**src/rtl/mult_pkg.sv**
```systemverilog
// mult_pkg: shared state encoding and counter sizing for the sequential multiplier
package mult_pkg;
  typedef enum logic [1:0] {IDLE, CALC, HOLD} state_e;
  function automatic int cnt_w(input int w);
    return (w < 2) ? 1 : $clog2(w);
  endfunction
endpackage

```
**src/rtl/mult_pp_addsub.sv**
```systemverilog
// mult_pp_addsub: conditional add/subtract of a shifted partial product into the accumulator
module mult_pp_addsub #(
  parameter int W = 8
) (
  input  logic [W-1:0] acc,
  input  logic [W-1:0] pp,
  input  logic         sub,
  input  logic         en,
  output logic [W-1:0] sum
);
  always_comb sum = !en ? acc : sub ? acc - pp : acc + pp;
endmodule

```
**src/rtl/seq_mult.sv**
```systemverilog
// seq_mult: radix-2 shift-add multiplier, signed/unsigned, fixed WIDTH-cycle latency
module seq_mult
  import mult_pkg::*;
#(
  parameter int WIDTH = 4
) (
  input  logic               CLK,
  input  logic               RST,
  input  logic               IN_VALID,
  output logic               IN_READY,
  input  logic [WIDTH-1:0]   A,
  input  logic [WIDTH-1:0]   B,
  input  logic               SGN,
  output logic               OUT_VALID,
  input  logic               OUT_READY,
  output logic [2*WIDTH-1:0] M
);
  localparam int CW = cnt_w(WIDTH);
  localparam int PW = 2 * WIDTH;
  state_e            state_q;
  logic [WIDTH-1:0]  a_q, b_q;
  logic              sgn_q, ov_q, last;
  logic [PW-1:0]     acc_q, acc_d, m_q, a_ext, pp;
  logic [CW-1:0]     cnt_q;
  assign a_ext = {{WIDTH{sgn_q & a_q[WIDTH-1]}}, a_q};
  assign pp = a_ext << cnt_q;
  assign last = cnt_q == CW'(WIDTH - 1);
  // the multiplier MSB carries negative weight in two's complement
  mult_pp_addsub #(.W(PW)) u_addsub (
    .acc(acc_q),
    .pp (pp),
    .sub(sgn_q & last),
    .en (b_q[cnt_q]),
    .sum(acc_d)
  );
  assign IN_READY = (state_q == IDLE) & ~RST;
  assign OUT_VALID = ov_q;
  assign M = m_q;
  always_ff @(posedge CLK or posedge RST) begin
    if (RST) begin
      state_q <= IDLE;
      a_q <= '0;
      b_q <= '0;
      sgn_q <= 1'b0;
      acc_q <= '0;
      cnt_q <= '0;
      m_q <= '0;
      ov_q <= 1'b0;
    end else begin
      case (state_q)
        IDLE: if (IN_VALID) begin
          a_q <= A;
          b_q <= B;
          sgn_q <= SGN;
          acc_q <= '0;
          cnt_q <= '0;
          state_q <= CALC;
        end
        CALC: begin
          acc_q <= acc_d;
          cnt_q <= last ? '0 : cnt_q + 1'b1;
          if (last) begin
            m_q <= acc_d;
            ov_q <= 1'b1;
            state_q <= HOLD;
          end
        end
        HOLD: if (OUT_READY) begin
          ov_q <= 1'b0;
          state_q <= IDLE;
        end
        default: state_q <= IDLE;
      endcase
    end
  end
endmodule

```
**config.mk**
```make
export PLATFORM = sky130hd
export DESIGN_NAME = seq_mult
export DESIGN_NICKNAME = d
export VERILOG_FILES = /design/src/rtl/mult_pkg.sv /design/src/rtl/mult_pp_addsub.sv /design/src/rtl/seq_mult.sv
export SDC_FILE = /design/constraint.sdc
export NUM_CORES = 1
export LEC_CHECK = 0
export ABC_AREA = 1
export ABC_CLOCK_PERIOD_IN_PS = 3100
export CORE_UTILIZATION = 49
export DETAILED_ROUTE_END_ITERATION = 7
export PLACE_DENSITY_LB_ADDON = 0.15
export SYNTH_ARGS = -nofsm -noshare
export SYNTH_HDL_FRONTEND = slang
export SYNTH_SLANG_ARGS = --single-unit
```
**constraint.sdc**
```tcl
create_clock -name CLK -period 3.1 [get_ports CLK]
set_input_delay 0.62 -clock CLK [delete_from_list [all_inputs] [get_ports CLK]]
set_output_delay 0.62 -clock CLK [all_outputs]
set_load 0.01 [all_outputs]
```
==> results_tabular.tex, run 1 <==
\begin{tabular}{lr}
\hline
Metric & Value \\
\hline
\multicolumn{2}{l}{\textbf{Detailed routing}} \\
\quad Starting DRC count in detailed routing & 68 \\
\quad Count of TritonRoute iterations in the first routing pass & 4 \\
\quad Antenna-violating nets left & 0 \\
\quad Vias & 1610 \\
\quad Vias/cell & between 5 and 6 \\
\quad Final WL & 3760 µm \\
\quad Routed wirelength normalized by instance count & 11.9 µm \\
\quad Final routed DRC violation total & 0 \\
\multicolumn{2}{l}{\textbf{Critical path}} \\
\quad Critical Path, Cell by Cell & ha\_2, nand2\_4, inv\_2, nor2\_8, nor2\_8, and2\_4, a21oi\_2, xnor2\_1, inv\_1, ha\_1, a21oi\_2, o21ai\_0, a31oi\_1, inv\_1, nand3\_1, nand3\_1, nand2\_1, nand2\_1, nand2\_1, nand2\_1 \\
\quad Library cell appearing most often on the critical path & sky130\_fd\_sc\_hd\_\_nand2\_1 \\
\quad Worst R2R End & acc\_q[7] \\
\quad Register-to-register setup slack & 0.27 ns \\
\quad Delay contributed by the slowest stage of the critical path & 0.46 ns \\
\quad RR Startpoint & cnt\_q[1] \\
\quad Startpoint types & flop \\
\quad Critical path endpoint category & flop \\
\quad Crit-path max FO & 7 \\
\quad Arrival @ worst endpoint & 3.00 ns \\
\quad Worst endpoint required time & 3.27 ns \\
\quad Crit Path Category & reg2reg \\
\quad Slowest CP cell & sky130\_fd\_sc\_hd\_\_dfrtp\_2 \\
\quad Path depth of the worst reg2reg path & 20 \\
\multicolumn{2}{l}{\textbf{Placement}} \\
\quad Final GP Congestion & 0.831 \\
\quad Area after DPL & 2220 µm² \\
\quad Placed cells & 309 \\
\quad Port-buffer cells & 22 \\
\quad DP Wirelength & 2880 µm \\
\multicolumn{2}{l}{\textbf{Timing}} \\
\quad Max Clk Rate & approximately 350 MHz \\
\quad Fin. max-slew vios & 0 \\
\quad Final Cycle Share & 0.912 \\
\quad Setup TNS Final & 0 ns \\
\quad Total setup violations reported at the end of the flow & 0 \\
\quad Headroom to the max-slew limit & 0.675 \\
\quad Min cycle time layout & 2.83 ns \\
\quad Final-report hold violation count & 0 \\
\quad RSZ-0062 raised after global routing & no \\
\quad Transition time at the pin with the least slew margin & 0.486 ns \\
\quad Maximum clock skew at final layout & 0.00443 ns \\
\multicolumn{2}{l}{\textbf{Clock tree}} \\
\quad TritonCTS clock tree & yes \\
\quad Clock transition at the register clock pins on the worst setup and hold paths after CTS & 0.06 ns \\
\quad Maximum level of the CTS H-tree & 2 \\
\quad Hold buffer count at cts & 0 \\
\quad Clk Latency, worst-skew pair & 0.28 ns \\
\quad Root Driver & sky130\_fd\_sc\_hd\_\_clkbuf\_8 \\
\quad Number of sinks handled by clock tree synthesis & 30 \\
\quad Total clock buffers created by CTS & 5 \\
\quad Clock buffer depth & 2 \\
\multicolumn{2}{l}{\textbf{Floorplan}} \\
\quad Placeable core region & 3740 µm² \\
\quad Placement row count & 22 \\
\quad I/O pin count & 23 \\
\quad Height of the die & 65.1 µm \\
\quad Die outline area & 4230 µm² \\
\quad Die span in x & 65.1 µm \\
\quad Effective utilization at floorplan & 0.520 \\
\multicolumn{2}{l}{\textbf{Synthesis}} \\
\quad Total of flip-flops plus latches after synthesis & 30 \\
\quad Average footprint of a synthesized cell & about 8.1 µm² \\
\quad Number of distinct library cell variants in the gate-level netlist after synthesis & 35 \\
\quad Synthesized net count & 262 \\
\quad Dominant register cell in the synthesized netlist & sky130\_fd\_sc\_hd\_\_dfrtp\_1 \\
\quad Yosys top cell area share & 0.385 \\
\quad Total standard cell area after synthesis & roughly 1900 µm² \\
\quad Number of instances in the synthesized netlist & 240 \\
\quad Sequential element share of the synthesized area & 0.385 \\
\quad Largest cells by area after synthesis & sky130\_fd\_sc\_hd\_\_dfrtp\_1, sky130\_fd\_sc\_hd\_\_nand2\_1, sky130\_fd\_sc\_hd\_\_ha\_1 \\
\quad Biggest area consumer among synthesized cells & sky130\_fd\_sc\_hd\_\_dfrtp\_1 \\
\quad Total number of yosys warnings & 0 \\
\quad Share of async-settable or async-resettable flops after synthesis & 1.00 \\
\quad Post-synth EDFFs & 0 \\
\multicolumn{2}{l}{\textbf{Layout}} \\
\quad Number of cells in the finished layout apart from fillers & 316 \\
\quad Post-route cell area & 2320 µm² \\
\quad \# nets final & 291 \\
\quad Total inserted antenna cells & 0 \\
\quad Filler cells & approximately 350 \\
\quad Layout cells sized above 1 & 0.179 \\
\quad Area grow syn2layout & 19.3\% \\
\multicolumn{2}{l}{\textbf{Global route}} \\
\quad Maximum number of pins on one net before global-route repair & 31 \\
\quad Number of global-route vias before repair & between 1000 and 1500 \\
\quad Global-route wire length before repair & 6330 µm \\
\quad Total global routing overflow & 0 \\
\quad Initial antenna violation count & 0 \\
\quad Global-route usage over all layers & 0.199 \\
\multicolumn{2}{l}{\textbf{Hold path}} \\
\quad Class of the tightest hold or removal check & reg2reg \\
\quad Endpoint, Worst Hold & M[1] \\
\quad Hold Crit Depth & 2 \\
\quad Hold Crit Start & M[1] \\
\multicolumn{2}{l}{\textbf{Outcome}} \\
\quad Result of the run & finished clean \\
\multicolumn{2}{l}{\textbf{Run}} \\
\quad Count of max-cap constraint violations & 0 \\
\hline
\end{tabular}
cells in the mapped netlist, types with 3 or more instances:
cell / instances
sky130_fd_sc_hd__mux2_2: 7
sky130_fd_sc_hd__nand2_4: 4
sky130_fd_sc_hd__nor2_1: 7
sky130_fd_sc_hd__o21ai_1: 4
sky130_fd_sc_hd__inv_1: 25
sky130_fd_sc_hd__nand3_2: 3
sky130_fd_sc_hd__nand3_1: 16
sky130_fd_sc_hd__o22ai_1: 3
sky130_fd_sc_hd__ha_1: 8
sky130_fd_sc_hd__a21oi_1: 7
sky130_fd_sc_hd__xnor2_1: 3
sky130_fd_sc_hd__o21ai_0: 15
sky130_fd_sc_hd__nand2_2: 9
sky130_fd_sc_hd__nand2_1: 72
sky130_fd_sc_hd__dfrtp_1: 30
sky130_fd_sc_hd__xor2_1: 3
placed cells by master (no fill, tap or decap), types with 2 or more instances in the layout:
cell type and instances:
sky130_fd_sc_hd__nand2_1 72, sky130_fd_sc_hd__dfrtp_1 29, sky130_fd_sc_hd__inv_1 24, sky130_fd_sc_hd__clkdlybuf4s50_1 22, sky130_fd_sc_hd__nand3_1 16, sky130_fd_sc_hd__o21ai_0 15, sky130_fd_sc_hd__nand2_2 8, sky130_fd_sc_hd__nor2_1 7
sky130_fd_sc_hd__mux2_2 7, sky130_fd_sc_hd__ha_1 7, sky130_fd_sc_hd__a21oi_1 6, sky130_fd_sc_hd__clkbuf_8 6, sky130_fd_sc_hd__nand2_4 5, sky130_fd_sc_hd__o21ai_1 4, sky130_fd_sc_hd__buf_4 4, sky130_fd_sc_hd__nor2_4 3
sky130_fd_sc_hd__inv_2 3, sky130_fd_sc_hd__o22ai_1 3, sky130_fd_sc_hd__xor2_1 3, sky130_fd_sc_hd__nand3_2 3, sky130_fd_sc_hd__xnor2_1 3, sky130_fd_sc_hd__a31oi_1 2, sky130_fd_sc_hd__nor2_8 2, sky130_fd_sc_hd__nand4_1 2
sky130_fd_sc_hd__a21oi_2 2
worst max-delay path: cells and delay by family (launching register included):
family | cells | cell delay (ns)
AND/OR/NAND/NOR | 10 | 0.87
adder cells (fa/ha/maj) | 2 | 0.53
AO/OA/AOI/OAI | 4 | 0.52
flip-flops | 1 | 0.46
buffers and inverters | 3 | 0.19
XOR/XNOR | 1 | 0.12
final cells by class:
cell class	instances	area, µm²	area share
Multi-Input combinational cell	178	1070	0.459
Sequential cell	30	752	0.323
Timing Repair Buffer	26	250	0.108
Inverter	28	113	0.0484
Clock buffer	6	82.6	0.0355
Tap cell	48	60.1	0.0258
per-stage QoR:
stage	utilization	setup WS, ns	hold slack [ns]
finish	0.621	0.272	0.481
global route	0.621	0.0142	0.517
CTS	0.614	0.0400	0.485
detailed placement	0.592	0.0555	0.469
global placement	0.592	0.157	0.466
floorplan	-	0.369	0.470
flip-flops by register name (all words and copies together) (netlist names):
name and count:
M 8, OUT_VALID 1, cnt_q 2, b_q 4, acc_q 8, a_q 4
state_q 2, sgn_q 1
how the worst max path moves through the flow:
| stage | start | to | slack, ns |
|---|---|---|---|
| 2_1_floorplan | cnt_q[1] | acc_q[7] | 0.37 |
| 3_3_place_gp | cnt_q[1] | M[7] | 0.16 |
| 3_5_place_dp | cnt_q[1] | acc_q[7] | 0.06 |
| 4_1_cts | cnt_q[1] | acc_q[7] | 0.04 |
| 5_1_grt | cnt_q[0] | acc_q[7] | 0.01 |
| 6_report | cnt_q[1] | acc_q[7] | 0.27 |
metal layers:
| metal | GRT usage | routed length [µm] |
|---|---|---|
| met1 | 0.255 | 1820 |
| met2 | 0.311 | 1710 |
| met3 | 0.0528 | 155 |
| met4 | 0.0924 | 68 |
| met5 | 0 | 0 |
logic make-up after synthesis:
group | synth area share
DFF | 0.385
muxes | 0.0405
adders and majority gates | 0.0617
AOI/OAI and AO/OA | 0.0912
xor gates and xnor gates | 0.0270
buffers and inverters | 0.0751
and+or+nand+nor | 0.319
what timing repair did:
item,4_1_cts,5_1_grt
setup buffers,0,1
endpoints found under the setup margin,0,4
resized for setup,0,6
endpoints found under the hold margin,0,0
Power of run 1 is left out: the tool's default activity adds up to more than one toggle a clock period on the data nets, which glitch-free logic cannot reach.
==> run 2: changes to the inputs <==
--- a/config.mk
+++ b/config.mk
@@ -6,8 +6,9 @@
 export NUM_CORES = 1
 export LEC_CHECK = 0
 export ABC_AREA = 1
-export ABC_CLOCK_PERIOD_IN_PS = 3100
+export ABC_CLOCK_PERIOD_IN_PS = 2500
 export CORE_UTILIZATION = 49
+export CTS_CLUSTER_SIZE = 40
 export DETAILED_ROUTE_END_ITERATION = 7
 export PLACE_DENSITY_LB_ADDON = 0.15
 export SYNTH_ARGS = -nofsm -noshare
==> constraint.sdc (replaced) <==
create_clock -name CLK -period 2.5 [get_ports CLK]
set_input_delay 0.5 -clock CLK [delete_from_list [all_inputs] [get_ports CLK]]
set_output_delay 0.5 -clock CLK [all_outputs]
set_load 0.01 [all_outputs]
==> run 2 against run 1 <==
Net effect:
- the run now ends with setup timing left
- register-to-register slack lost 0.43 ns
- worst hold slack better by 0.0055 ns
- die area unchanged
- via count rose by 10%
- fmax up 6.4%
- routed wire length rose by 15%
- clock skew barely moved
- global-route usage increased by 2.7 points
- sequential share of layout area down 4.3 points
==> results_tabular.tex, run 2 (synthesized netlist as in run 1, its figures left out) <==
\begin{tabular}{lr}
\hline
Metric & Value \\
\hline
\multicolumn{2}{l}{\textbf{Clock tree}} \\
\quad Maximum level of the CTS H-tree & 2 \\
\quad Clock transition at the register clock pins on the worst setup and hold paths after CTS & 0.06 ns \\
\quad Number of sinks handled by clock tree synthesis & 30 \\
\quad Root Driver & sky130\_fd\_sc\_hd\_\_clkbuf\_8 \\
\quad Total clock buffers created by CTS & 5 \\
\quad Clock buffer depth & 2 \\
\quad Clk Latency, worst-skew pair & 0.28 ns \\
\quad Post-CTS Repair Setup Buffers & 0 \\
\quad TritonCTS clock tree & yes \\
\multicolumn{2}{l}{\textbf{Critical path}} \\
\quad RR Startpoint & cnt\_q[0] \\
\quad Worst endpoint required time & 2.66 ns \\
\quad Register-to-register setup slack & -0.16 ns \\
\quad Crit Path Category & reg2reg \\
\quad Worst R2R End & acc\_q[5] \\
\quad Startpoint types & flop \\
\quad Path depth of the worst reg2reg path & 16 \\
\quad Arrival @ worst endpoint & 2.82 ns \\
\quad Crit-path max FO & 6 \\
\quad Critical path endpoint category & flop \\
\multicolumn{2}{l}{\textbf{Placement}} \\
\quad DP Wirelength & 3370 µm \\
\quad Final GP Congestion & 0.801 \\
\quad Post-Place Worst Slack & -0.288 ns \\
\quad Placed cells & $\sim$340 \\
\quad Port-buffer cells & 22 \\
\multicolumn{2}{l}{\textbf{Layout}} \\
\quad Multi-input combinational cell area & 1170 µm² \\
\quad Area taken by flip-flops and latches & 753 µm² \\
\quad Area grow syn2layout & 37.6\% \\
\quad Layout cells sized above 1 & 0.314 \\
\quad Number of cells in the finished layout apart from fillers & 347 \\
\quad Most common library cell in the layout ignoring fill and taps & sky130\_fd\_sc\_hd\_\_nand2\_1 \\
\quad \# nets final & 320 \\
\quad Total inserted antenna cells & 0 \\
\quad Filler cells & 308 \\
\quad Fin util & 0.716 \\
\quad Most used cells in the layout excluding fill and tap cells & sky130\_fd\_sc\_hd\_\_nand2\_1, sky130\_fd\_sc\_hd\_\_buf\_4, sky130\_fd\_sc\_hd\_\_dfrtp\_1, sky130\_fd\_sc\_hd\_\_inv\_1, sky130\_fd\_sc\_hd\_\_clkdlybuf4s50\_1 \\
\multicolumn{2}{l}{\textbf{Floorplan}} \\
\quad I/O pin count & 23 \\
\quad Die outline area & 4230 µm² \\
\quad Placement row count & 22 \\
\quad Effective utilization at floorplan & 0.520 \\
\quad Placeable core region & $\sim$3700 µm² \\
\quad Die span in x & 65.1 µm \\
\quad Height of the die & about 65 µm \\
\multicolumn{2}{l}{\textbf{Hold path}} \\
\quad Hold Crit Start & OUT\_VALID \\
\quad Endpoint, Worst Hold & OUT\_VALID \\
\quad Class of the tightest hold or removal check & reg2reg \\
\quad Hold Crit Depth & 2 \\
\multicolumn{2}{l}{\textbf{Timing}} \\
\quad Final Cycle Share & 1.06 \\
\quad Total setup violations reported at the end of the flow & 6 \\
\quad Min cycle time layout & between 2 and 3 ns \\
\quad Maximum clock skew at final layout & 0.00463 ns \\
\quad RSZ-0062 raised after global routing & yes \\
\quad Headroom to the max-slew limit & 0.744 \\
\quad Max Clk Rate & 376 MHz \\
\quad Final-report hold violation count & 0 \\
\quad Fin. max-slew vios & 0 \\
\quad Transition time at the pin with the least slew margin & 0.384 ns \\
\quad Fin worst setup slack & -0.158 ns \\
\multicolumn{2}{l}{\textbf{Global route}} \\
\quad Number of global-route vias before repair & 1745 \\
\quad Initial antenna violation count & 0 \\
\quad Global-route wire length before repair & slightly above 7000 µm \\
\quad Maximum number of pins on one net before global-route repair & 18 \\
\quad Global-route usage over all layers & 0.226 \\
\quad Total global routing overflow & 0 \\
\multicolumn{2}{l}{\textbf{Detailed routing}} \\
\quad Routed wirelength normalized by instance count & 12.4 µm \\
\quad Vias & around 1800 \\
\quad Final WL & 4320 µm \\
\quad Final routed DRC violation total & 0 \\
\quad Met1 Wirelength & 1740 µm \\
\quad Met3 layer wire length in the routed design & approximately 140 µm \\
\quad Count of TritonRoute iterations in the first routing pass & 4 \\
\quad Antenna-violating nets left & 0 \\
\quad Met2 Routed Length & between 2000 and 2500 µm \\
\quad Vias/cell & 5.13 \\
\quad Starting DRC count in detailed routing & between 80 and 90 \\
\quad Top layer in use & met4 \\
\multicolumn{2}{l}{\textbf{Run}} \\
\quad Count of max-cap constraint violations & 0 \\
\multicolumn{2}{l}{\textbf{Outcome}} \\
\quad Failing checks & setup timing \\
\quad Result of the run & finished with violations \\
\hline
\end{tabular}
-- run 2: cell types whose count changed in the layout (fill, tap and decap cells not counted), sizes merged --
cell / delta
bufinv: +1
clkinv: +2
clkbuf: -1
buf: +29
-- run 2: area by class of cell --
cell class	count	share of cell area
clock inverters	3	0.0149
inverters	28	0.0429
clock buffers	5	0.0257
multi-input cells	178	0.437
well taps	48	0.0224
repair buffers	55	0.176
flip-flops and latches	30	0.281
-- run 2: metal layers --
layer / up-vias / track usage
li1: 893 / -
met2: 39 / 0.413
met5: - / 0
met3: 11 / 0.0475
met1: 836 / 0.254
met4: 0 / 0.0870
-- run 2: worst max-delay path, cell delays in order, from the launching register on --
cell	delay, ns
sky130_fd_sc_hd__dfrtp_2	0.49
sky130_fd_sc_hd__ha_4	0.20
sky130_fd_sc_hd__nand2_8	0.07
sky130_fd_sc_hd__nand2_4	0.09
sky130_fd_sc_hd__nand2_4	0.07
sky130_fd_sc_hd__buf_4	0.13
sky130_fd_sc_hd__xor2_1	0.13
sky130_fd_sc_hd__ha_1	0.35
sky130_fd_sc_hd__a21oi_2	0.13
sky130_fd_sc_hd__nand2_1	0.08
sky130_fd_sc_hd__nand2_1	0.09
sky130_fd_sc_hd__nand2_1	0.09
sky130_fd_sc_hd__a21oi_2	0.16
sky130_fd_sc_hd__xor2_1	0.17
sky130_fd_sc_hd__nand2_1	0.07
sky130_fd_sc_hd__o21ai_1	0.12
sky130_fd_sc_hd__o21ai_0	0.10
-- run 2: metrics by stage --
step	hold WS, ns	cell area [µm²]	setup TNS (ns)
finish	0.486	2680	-0.785
global route	0.514	2680	-2.58
CTS	0.491	2620	-0.834
detailed placement	0.474	2490	-1.38
global placement	0.461	2490	-0.932
floorplan	0.471	1990	-0.0159
-- run 2: worst max path at each step --
stage               end  startpoint  slack, ns  cells past startpoint
2_1_floorplan  acc_q[7]    cnt_q[1]     -0.008                     20
3_3_place_gp       M[7]    cnt_q[0]      -0.22                     21
3_5_place_dp       M[7]    cnt_q[0]      -0.29                     21
4_1_cts            M[7]    cnt_q[0]      -0.19                     20
5_1_grt            M[5]    cnt_q[0]      -0.39                     16
6_report       acc_q[5]    cnt_q[0]      -0.16                     16
-- run 2: timing repair --
item	in CTS	in global routing
hold buffers	0	0
gates resized for setup	6	13
cloned	0	0
endpoints found under the setup margin	9	10
pin swaps	5	3
hold endpoints to repair	0	0
Power of run 2 is left out for the same reason.
